[src/rtl/axi_lite_reg_arbiter.sv]
// Round-robin arbiter sharing one AXI4-Lite register port between two
// req/ack word requesters; one full AXI transaction in flight at a time.
// Ports: Clk_reg, Reset (sync, active-high); Req{0,1}/_we/_addr/_wdata in,
// Ack{0,1}/Rdata{0,1}/Err{0,1} out; S_AXI_* AXI4-Lite master channel.
// Optional macro AXI_ARB_TIMEOUT_EN: abort after TMO_CYC stalled cycles.
module axi_lite_reg_arbiter #(
  parameter int ADDR_W  = 7,
  parameter int DATA_W  = 32,
  parameter int TMO_CYC = 255
) (
  input  logic              Clk_reg,
  input  logic              Reset,
  input  logic              Req0,
  input  logic              Req0_we,
  input  logic [ADDR_W-1:0] Req0_addr,
  input  logic [DATA_W-1:0] Req0_wdata,
  input  logic              Req1,
  input  logic              Req1_we,
  input  logic [ADDR_W-1:0] Req1_addr,
  input  logic [DATA_W-1:0] Req1_wdata,
  output logic              Ack0,
  output logic              Ack1,
  output logic [DATA_W-1:0] Rdata0,
  output logic [DATA_W-1:0] Rdata1,
  output logic              Err0,
  output logic              Err1,
  output logic [31:0]       S_AXI_awaddr,
  output logic              S_AXI_awvalid,
  input  logic              S_AXI_awready,
  output logic [DATA_W-1:0] S_AXI_wdata,
  output logic              S_AXI_wvalid,
  input  logic              S_AXI_wready,
  input  logic              S_AXI_bvalid,
  input  logic [1:0]        S_AXI_bresp,
  output logic              S_AXI_bready,
  output logic [31:0]       S_AXI_araddr,
  output logic              S_AXI_arvalid,
  input  logic              S_AXI_arready,
  input  logic              S_AXI_rvalid,
  input  logic [1:0]        S_AXI_rresp,
  input  logic [DATA_W-1:0] S_AXI_rdata,
  output logic              S_AXI_rready
);

  typedef enum logic [2:0] {
    S_IDLE, S_WR, S_WR_RESP, S_RD_ADDR, S_RD_DATA, S_DONE
  } state_e;

  state_e              state_q, state_d;
  logic                rr_q, rr_d;
  logic                gnt_q, gnt_d;
  logic [31:0]         awaddr_q, awaddr_d;
  logic                awvalid_q, awvalid_d;
  logic [DATA_W-1:0]   wdata_q, wdata_d;
  logic                wvalid_q, wvalid_d;
  logic                bready_q, bready_d;
  logic [31:0]         araddr_q, araddr_d;
  logic                arvalid_q, arvalid_d;
  logic                rready_q, rready_d;
  logic                ack0_q, ack0_d;
  logic                ack1_q, ack1_d;
  logic [DATA_W-1:0]   rdata0_q, rdata0_d;
  logic [DATA_W-1:0]   rdata1_q, rdata1_d;
  logic                err0_q, err0_d;
  logic                err1_q, err1_d;

  logic                sel;
  logic                sel_we;
  logic [ADDR_W-1:0]   sel_addr;
  logic [DATA_W-1:0]   sel_wdata;
  logic [31:0]         sel_baddr;

  // Transaction completion bundle, shared by normal and timeout paths.
  logic                fin;
  logic                fin_err;
  logic                fin_rd;
  logic [DATA_W-1:0]   fin_rdata;

  // Both requesting: rr pointer decides; otherwise whoever asks.
  assign sel       = (Req0 & Req1) ? rr_q : Req1;
  assign sel_we    = sel ? Req1_we    : Req0_we;
  assign sel_addr  = sel ? Req1_addr  : Req0_addr;
  assign sel_wdata = sel ? Req1_wdata : Req0_wdata;
  assign sel_baddr = {{(30-ADDR_W){1'b0}}, sel_addr, 2'b00};

`ifdef AXI_ARB_TIMEOUT_EN
  localparam int CNT_W = $clog2(TMO_CYC + 1);
  logic [CNT_W-1:0] cnt_q, cnt_d;
  logic             busy;
  assign busy = (state_q == S_WR) || (state_q == S_WR_RESP) ||
                (state_q == S_RD_ADDR) || (state_q == S_RD_DATA);
`endif

  always_comb begin
    state_d   = state_q;
    rr_d      = rr_q;
    gnt_d     = gnt_q;
    awaddr_d  = awaddr_q;
    awvalid_d = awvalid_q;
    wdata_d   = wdata_q;
    wvalid_d  = wvalid_q;
    bready_d  = bready_q;
    araddr_d  = araddr_q;
    arvalid_d = arvalid_q;
    rready_d  = rready_q;
    ack0_d    = 1'b0;
    ack1_d    = 1'b0;
    rdata0_d  = rdata0_q;
    rdata1_d  = rdata1_q;
    err0_d    = err0_q;
    err1_d    = err1_q;
    fin       = 1'b0;
    fin_err   = 1'b0;
    fin_rd    = 1'b0;
    fin_rdata = '0;
`ifdef AXI_ARB_TIMEOUT_EN
    cnt_d     = cnt_q + CNT_W'(1);
`endif

    unique case (state_q)
      S_IDLE: begin
        if (Req0 | Req1) begin
          gnt_d = sel;
          rr_d  = ~sel;
          if (sel_we) begin
            awaddr_d  = sel_baddr;
            wdata_d   = sel_wdata;
            awvalid_d = 1'b1;
            wvalid_d  = 1'b1;
            state_d   = S_WR;
          end else begin
            araddr_d  = sel_baddr;
            arvalid_d = 1'b1;
            state_d   = S_RD_ADDR;
          end
        end
      end
      S_WR: begin
        if (awvalid_q & S_AXI_awready) begin
          awvalid_d = 1'b0;
          awaddr_d  = '0;
        end
        if (wvalid_q & S_AXI_wready) begin
          wvalid_d = 1'b0;
          wdata_d  = '0;
        end
        if (!awvalid_d && !wvalid_d) begin
          bready_d = 1'b1;
          state_d  = S_WR_RESP;
        end
      end
      S_WR_RESP: begin
        if (S_AXI_bvalid) begin
          bready_d = 1'b0;
          fin      = 1'b1;
          fin_err  = |S_AXI_bresp;
        end
      end
      S_RD_ADDR: begin
        if (S_AXI_arready) begin
          arvalid_d = 1'b0;
          araddr_d  = '0;
          rready_d  = 1'b1;
          state_d   = S_RD_DATA;
        end
      end
      S_RD_DATA: begin
        if (S_AXI_rvalid) begin
          rready_d  = 1'b0;
          fin       = 1'b1;
          fin_rd    = 1'b1;
          fin_err   = |S_AXI_rresp;
          fin_rdata = S_AXI_rdata;
        end
      end
      S_DONE:  state_d = S_IDLE;
      default: state_d = S_IDLE;
    endcase

`ifdef AXI_ARB_TIMEOUT_EN
    // Abort only if the state made no progress this cycle.
    if (busy && !fin && state_d == state_q &&
        cnt_q == CNT_W'(TMO_CYC - 1)) begin
      awvalid_d = 1'b0;
      awaddr_d  = '0;
      wvalid_d  = 1'b0;
      wdata_d   = '0;
      bready_d  = 1'b0;
      arvalid_d = 1'b0;
      araddr_d  = '0;
      rready_d  = 1'b0;
      fin       = 1'b1;
      fin_err   = 1'b1;
      fin_rd    = (state_q == S_RD_ADDR) || (state_q == S_RD_DATA);
      fin_rdata = DATA_W'(32'hDEAD_BEEF);
    end
`endif

    // Ack is raised entering DONE so it is high during the DONE cycle.
    if (fin) begin
      state_d = S_DONE;
      if (gnt_q) begin
        ack1_d = 1'b1;
        err1_d = fin_err;
        if (fin_rd) rdata1_d = fin_rdata;
      end else begin
        ack0_d = 1'b1;
        err0_d = fin_err;
        if (fin_rd) rdata0_d = fin_rdata;
      end
    end

`ifdef AXI_ARB_TIMEOUT_EN
    if (state_d != state_q) cnt_d = '0;
`endif
  end

  always_ff @(posedge Clk_reg) begin
    if (Reset) begin
      state_q   <= S_IDLE;
      rr_q      <= 1'b0;
      gnt_q     <= 1'b0;
      awaddr_q  <= '0;
      awvalid_q <= 1'b0;
      wdata_q   <= '0;
      wvalid_q  <= 1'b0;
      bready_q  <= 1'b0;
      araddr_q  <= '0;
      arvalid_q <= 1'b0;
      rready_q  <= 1'b0;
      ack0_q    <= 1'b0;
      ack1_q    <= 1'b0;
      rdata0_q  <= '0;
      rdata1_q  <= '0;
      err0_q    <= 1'b0;
      err1_q    <= 1'b0;
`ifdef AXI_ARB_TIMEOUT_EN
      cnt_q     <= '0;
`endif
    end else begin
      state_q   <= state_d;
      rr_q      <= rr_d;
      gnt_q     <= gnt_d;
      awaddr_q  <= awaddr_d;
      awvalid_q <= awvalid_d;
      wdata_q   <= wdata_d;
      wvalid_q  <= wvalid_d;
      bready_q  <= bready_d;
      araddr_q  <= araddr_d;
      arvalid_q <= arvalid_d;
      rready_q  <= rready_d;
      ack0_q    <= ack0_d;
      ack1_q    <= ack1_d;
      rdata0_q  <= rdata0_d;
      rdata1_q  <= rdata1_d;
      err0_q    <= err0_d;
      err1_q    <= err1_d;
`ifdef AXI_ARB_TIMEOUT_EN
      cnt_q     <= cnt_d;
`endif
    end
  end

  assign Ack0          = ack0_q;
  assign Ack1          = ack1_q;
  assign Rdata0        = rdata0_q;
  assign Rdata1        = rdata1_q;
  assign Err0          = err0_q;
  assign Err1          = err1_q;
  assign S_AXI_awaddr  = awaddr_q;
  assign S_AXI_awvalid = awvalid_q;
  assign S_AXI_wdata   = wdata_q;
  assign S_AXI_wvalid  = wvalid_q;
  assign S_AXI_bready  = bready_q;
  assign S_AXI_araddr  = araddr_q;
  assign S_AXI_arvalid = arvalid_q;
  assign S_AXI_rready  = rready_q;

endmodule
[config.mk]
export PLATFORM = sky130hd
export DESIGN_NAME = axi_lite_reg_arbiter
export DESIGN_NICKNAME = d
export VERILOG_FILES = /design/src/rtl/axi_lite_reg_arbiter.sv
export SDC_FILE = /design/constraint.sdc
export NUM_CORES = 1
export LEC_CHECK = 0
export BUFFER_PORTS_ARGS = -buffer_cell sky130_fd_sc_hd__buf_2
export CAP_MARGIN = 30
export CELL_PAD_IN_SITES_DETAIL_PLACEMENT = 0
export CELL_PAD_IN_SITES_GLOBAL_PLACEMENT = 1
export CORE_MARGIN = 3
export CORE_UTILIZATION = 32
export CTS_CLUSTER_DIAMETER = 80
export DETAILED_ROUTE_END_ITERATION = 6
export PLACE_DENSITY_LB_ADDON = 0.1
export SLEW_MARGIN = 30
export SYNTH_ARGS = -nofsm -noshare
export SYNTH_HDL_FRONTEND = slang
export SYNTH_SLANG_ARGS = --single-unit
[constraint.sdc]
create_clock -name Clk_reg -period 2.1 [get_ports Clk_reg]
set_input_delay 0.21 -clock Clk_reg [delete_from_list [all_inputs] [get_ports Clk_reg]]
set_output_delay 0.21 -clock Clk_reg [all_outputs]
set_load 0.05 [all_outputs]
==> results.ini <==
[power_and_ir_drop]
p_per_area_mw_per_mm2=1090
vdd_drop_max_mv=0.553
p_leak_nw=3.53

[critical_path]
worstSetupEndpoint=S_AXI_wdata[10]
path_delay_family=compound AO/OA/AOI/OAI gates
r2r-start=state_q[1]
slowest_delay_ps=460
cp_max_fo=13
r2r_slack_ps=240
critical_path_class=flip-flop to flip-flop
cp_slowest_cell=dfxtp_1
critPathLaunchType=flip-flop
r2r_end=S_AXI_wdata[10]
worstSetupEndpointType=flip-flop
arrival_ps=2130
critical_path_depth=4
cp.required_ps=2370
cp_num_buf_inv=0
crit_start=state_q[1]
reg2reg_depth=4
crit_path_cell_trace=nor3_1, o21ai_2, a21o_1, mux2i_1

[sta]
rsz0062_at_grt=no
period_minus_slack_ps=1860
finClkSkew_ps=7.91
setup_ws_ps=239
worst_slew_pin_slew_ps=659
finalHoldViolCount=0
slew_headroom_pct=56.1
fmax_mhz=537
final.setup.tns_ps=0
fin_crit_sh_pct=88.6
slew_viol_final=0
setup_violations=0

[clocking]
hold_buffers=0
cts_buffers=17
insertion_delay_ps=410
clk_pin_slew_ps=60
cts.htree.levels=4
clock-sinks=124
cts_tree=yes
cts_buffer_depth=2
cts-root-buf=clkbuf_16

[cells_and_area]
seqCellArea_mm2=0.00248
area_growth_pct=31.7
multi_input_area_mm2=0.00270
drive_gt1_share_pct=35.9
nNetsFinal=1008
nFillCells=1751
layoutNonFillerInstCount=1118

[logic_synthesis]
syn_area_mm2=0.00565
synth_seq_cells=124
avgSynthCellArea_um2=8.63
synth.distinct_cells=53
synth_top_area_share_pct=44.0
synth-edff-count=0
async_flop_share_pct=0
yosys_warnings=0
yosys_most_used_dff=dfxtp_1
seq_area_frac_synth_pct=44.0
synth_area_leaders=dfxtp_1 (44%), nand2_1 (12%), buf_4 (7.3%), mux2i_1 (7.1%), a21oi_1 (6.1%)
yosysTopAreaCell=dfxtp_1
syn-instance-count=654

[global_routing]
overflow=0
gr-usage-all-layers_pct=16.3
first_global_vias=5066
antenna_found_initial=1
grt_start_max_net_pins=51
grt_pass1_wl_um=25700

[die]
core_area_mm2=0.0169
rows=47
fp.dieW_um=139
dieArea_mm2=0.0193
start_util_pct=33.3
ios=294
die_h_um=139

[route]
ant_nets=0
drc=0
avgViaCountPerCell=4.63
via_count=5179
routed_wl_um=16300
wl_per_cell_um=14.6
drt_first_iter_violations=158
dr.pass1.iters=4

[flow_run]
maxCapViolCount=0

[placement]
dp.cells=1084
port-buffer-count=243
hpwlAfterDp_um=12100
pre_cts_slack_ps=136
gp_congestion=0.743

[outcome]
status=completed

[min_path]
hp-class=input pin to flip-flop

[cells in the mapped netlist (3+ instances only)]
cell type and instances:
nand3_1 6, o32ai_1 7, a211o_1 4, o21ai_0 8, nor3_1 3, a21oi_1 69
clkbuf_1 20, o21ai_2 3, o22ai_2 20, a311oi_1 3, buf_6 5, o22ai_1 9
mux2i_1 40, and3_1 10, nand2_1 174, buf_4 55, inv_1 11, buf_2 15
a21o_1 4, a21boi_0 8, o21bai_1 7, dfxtp_1 124, nor2_1 14
[placed cells by master (no fill, tap or decap), types with 3 or more instances in the layout]
cell / count
o32ai_1: 7
o21ai_0: 8
o22ai_2: 20
o21ai_2: 3
inv_1: 11
conb_1: 50
nand2_1: 174
clkinv_2: 3
dfxtp_1: 124
o22ai_1: 9
a21oi_1: 69
nor2_1: 14
a21boi_0: 8
buf_2: 242
nor3_1: 3
nand3_1: 6
buf_4: 14
a21o_1: 4
a211o_1: 4
clkinvlp_4: 4
clkbuf_16: 17
and3_1: 10
mux2i_1: 40
a311oi_1: 3
o21bai_1: 7
[report_power, final]
part	total [mW]	internal [mW]	switching [mW]	leakage (nW)
sequential	2.79	2.60	0.195	1.01
clock	2.89	1.81	1.08	0.282
combinational	2.45	0.698	1.75	2.25
[cell families after synthesis]
group,Yosys count,synth area share (%)
AOI/OAI and AO/OA,155,19.6
and+or+nand+nor,226,17.3
other,1,0.0664
muxes,41,7.29
buffers and inverters,107,11.8
DFF,124,44.0
[worst register-to-register path: stages (launching register included)]
cell and delay (ps):
dfxtp_1 460, nor3_1 440, o21ai_2 190, a21o_1 430
mux2i_1 210
[flip-flops by register name (all words and copies together), names as in the netlist]
signal and flops:
S_AXI_wvalid 1, S_AXI_bready 1, state_q 3, Rdata0 32
rr_q 1, S_AXI_awvalid 1, gnt_q 1, Rdata1 32
S_AXI_arvalid 1, Ack0 1, S_AXI_wdata 32, Err0 1
S_AXI_araddr 7, Ack1 1, S_AXI_rready 1, S_AXI_awaddr 7
Err1 1
[metal layers]
layer	vias up	global-route usage [%]	share of wire (%)
li1	2601	-	-
met1	2356	20.0	43
met2	201	27.1	48
met3	21	5.31	7.6
met4	0	5.05	1.3
met5	-	0	0
[worst min path at each step]
stage                    startpoint  depth (start not counted)  slack, ps           end
floorplan              S_AXI_rvalid                          1        330  S_AXI_rready
global placement         Rdata1[30]                          2        440    Rdata1[30]
detailed placement       Rdata0[28]                          2        440    Rdata0[28]
CTS                  S_AXI_rdata[3]                          3         30     Rdata1[3]
global route        S_AXI_rdata[11]                          3         40    Rdata0[11]
finish              S_AXI_rdata[20]                          3         50    Rdata0[20]
[metrics by stage]
stage	util [%]	hold WS, ps	cell area, um2	total power [mW]
finish	43.9	49.8	7430	8.14
detailed placement	40.3	445	6820	5.29
floorplan	-	325	5830	4.79
CTS	43.8	30.3	7420	8.22
global route	43.9	39.3	7430	8.52
global placement	40.3	438	6820	5.26
[timing repair]
action                     in CTS  in global routing
setup endpoints to repair       0                  1
buffers inserted                0                  0
gates resized for setup         0                  1
[cell type report]
type	instances	area share, %
tap	220	3.70
clock inverter	13	1.89
inverter	11	0.555
antenna	2	0.0673
timing repair buffer	257	18.0
multi-input combinational	472	36.3
sequential	124	33.4
clock buffer	19	6.09
Power figures use the tool's default switching activity.
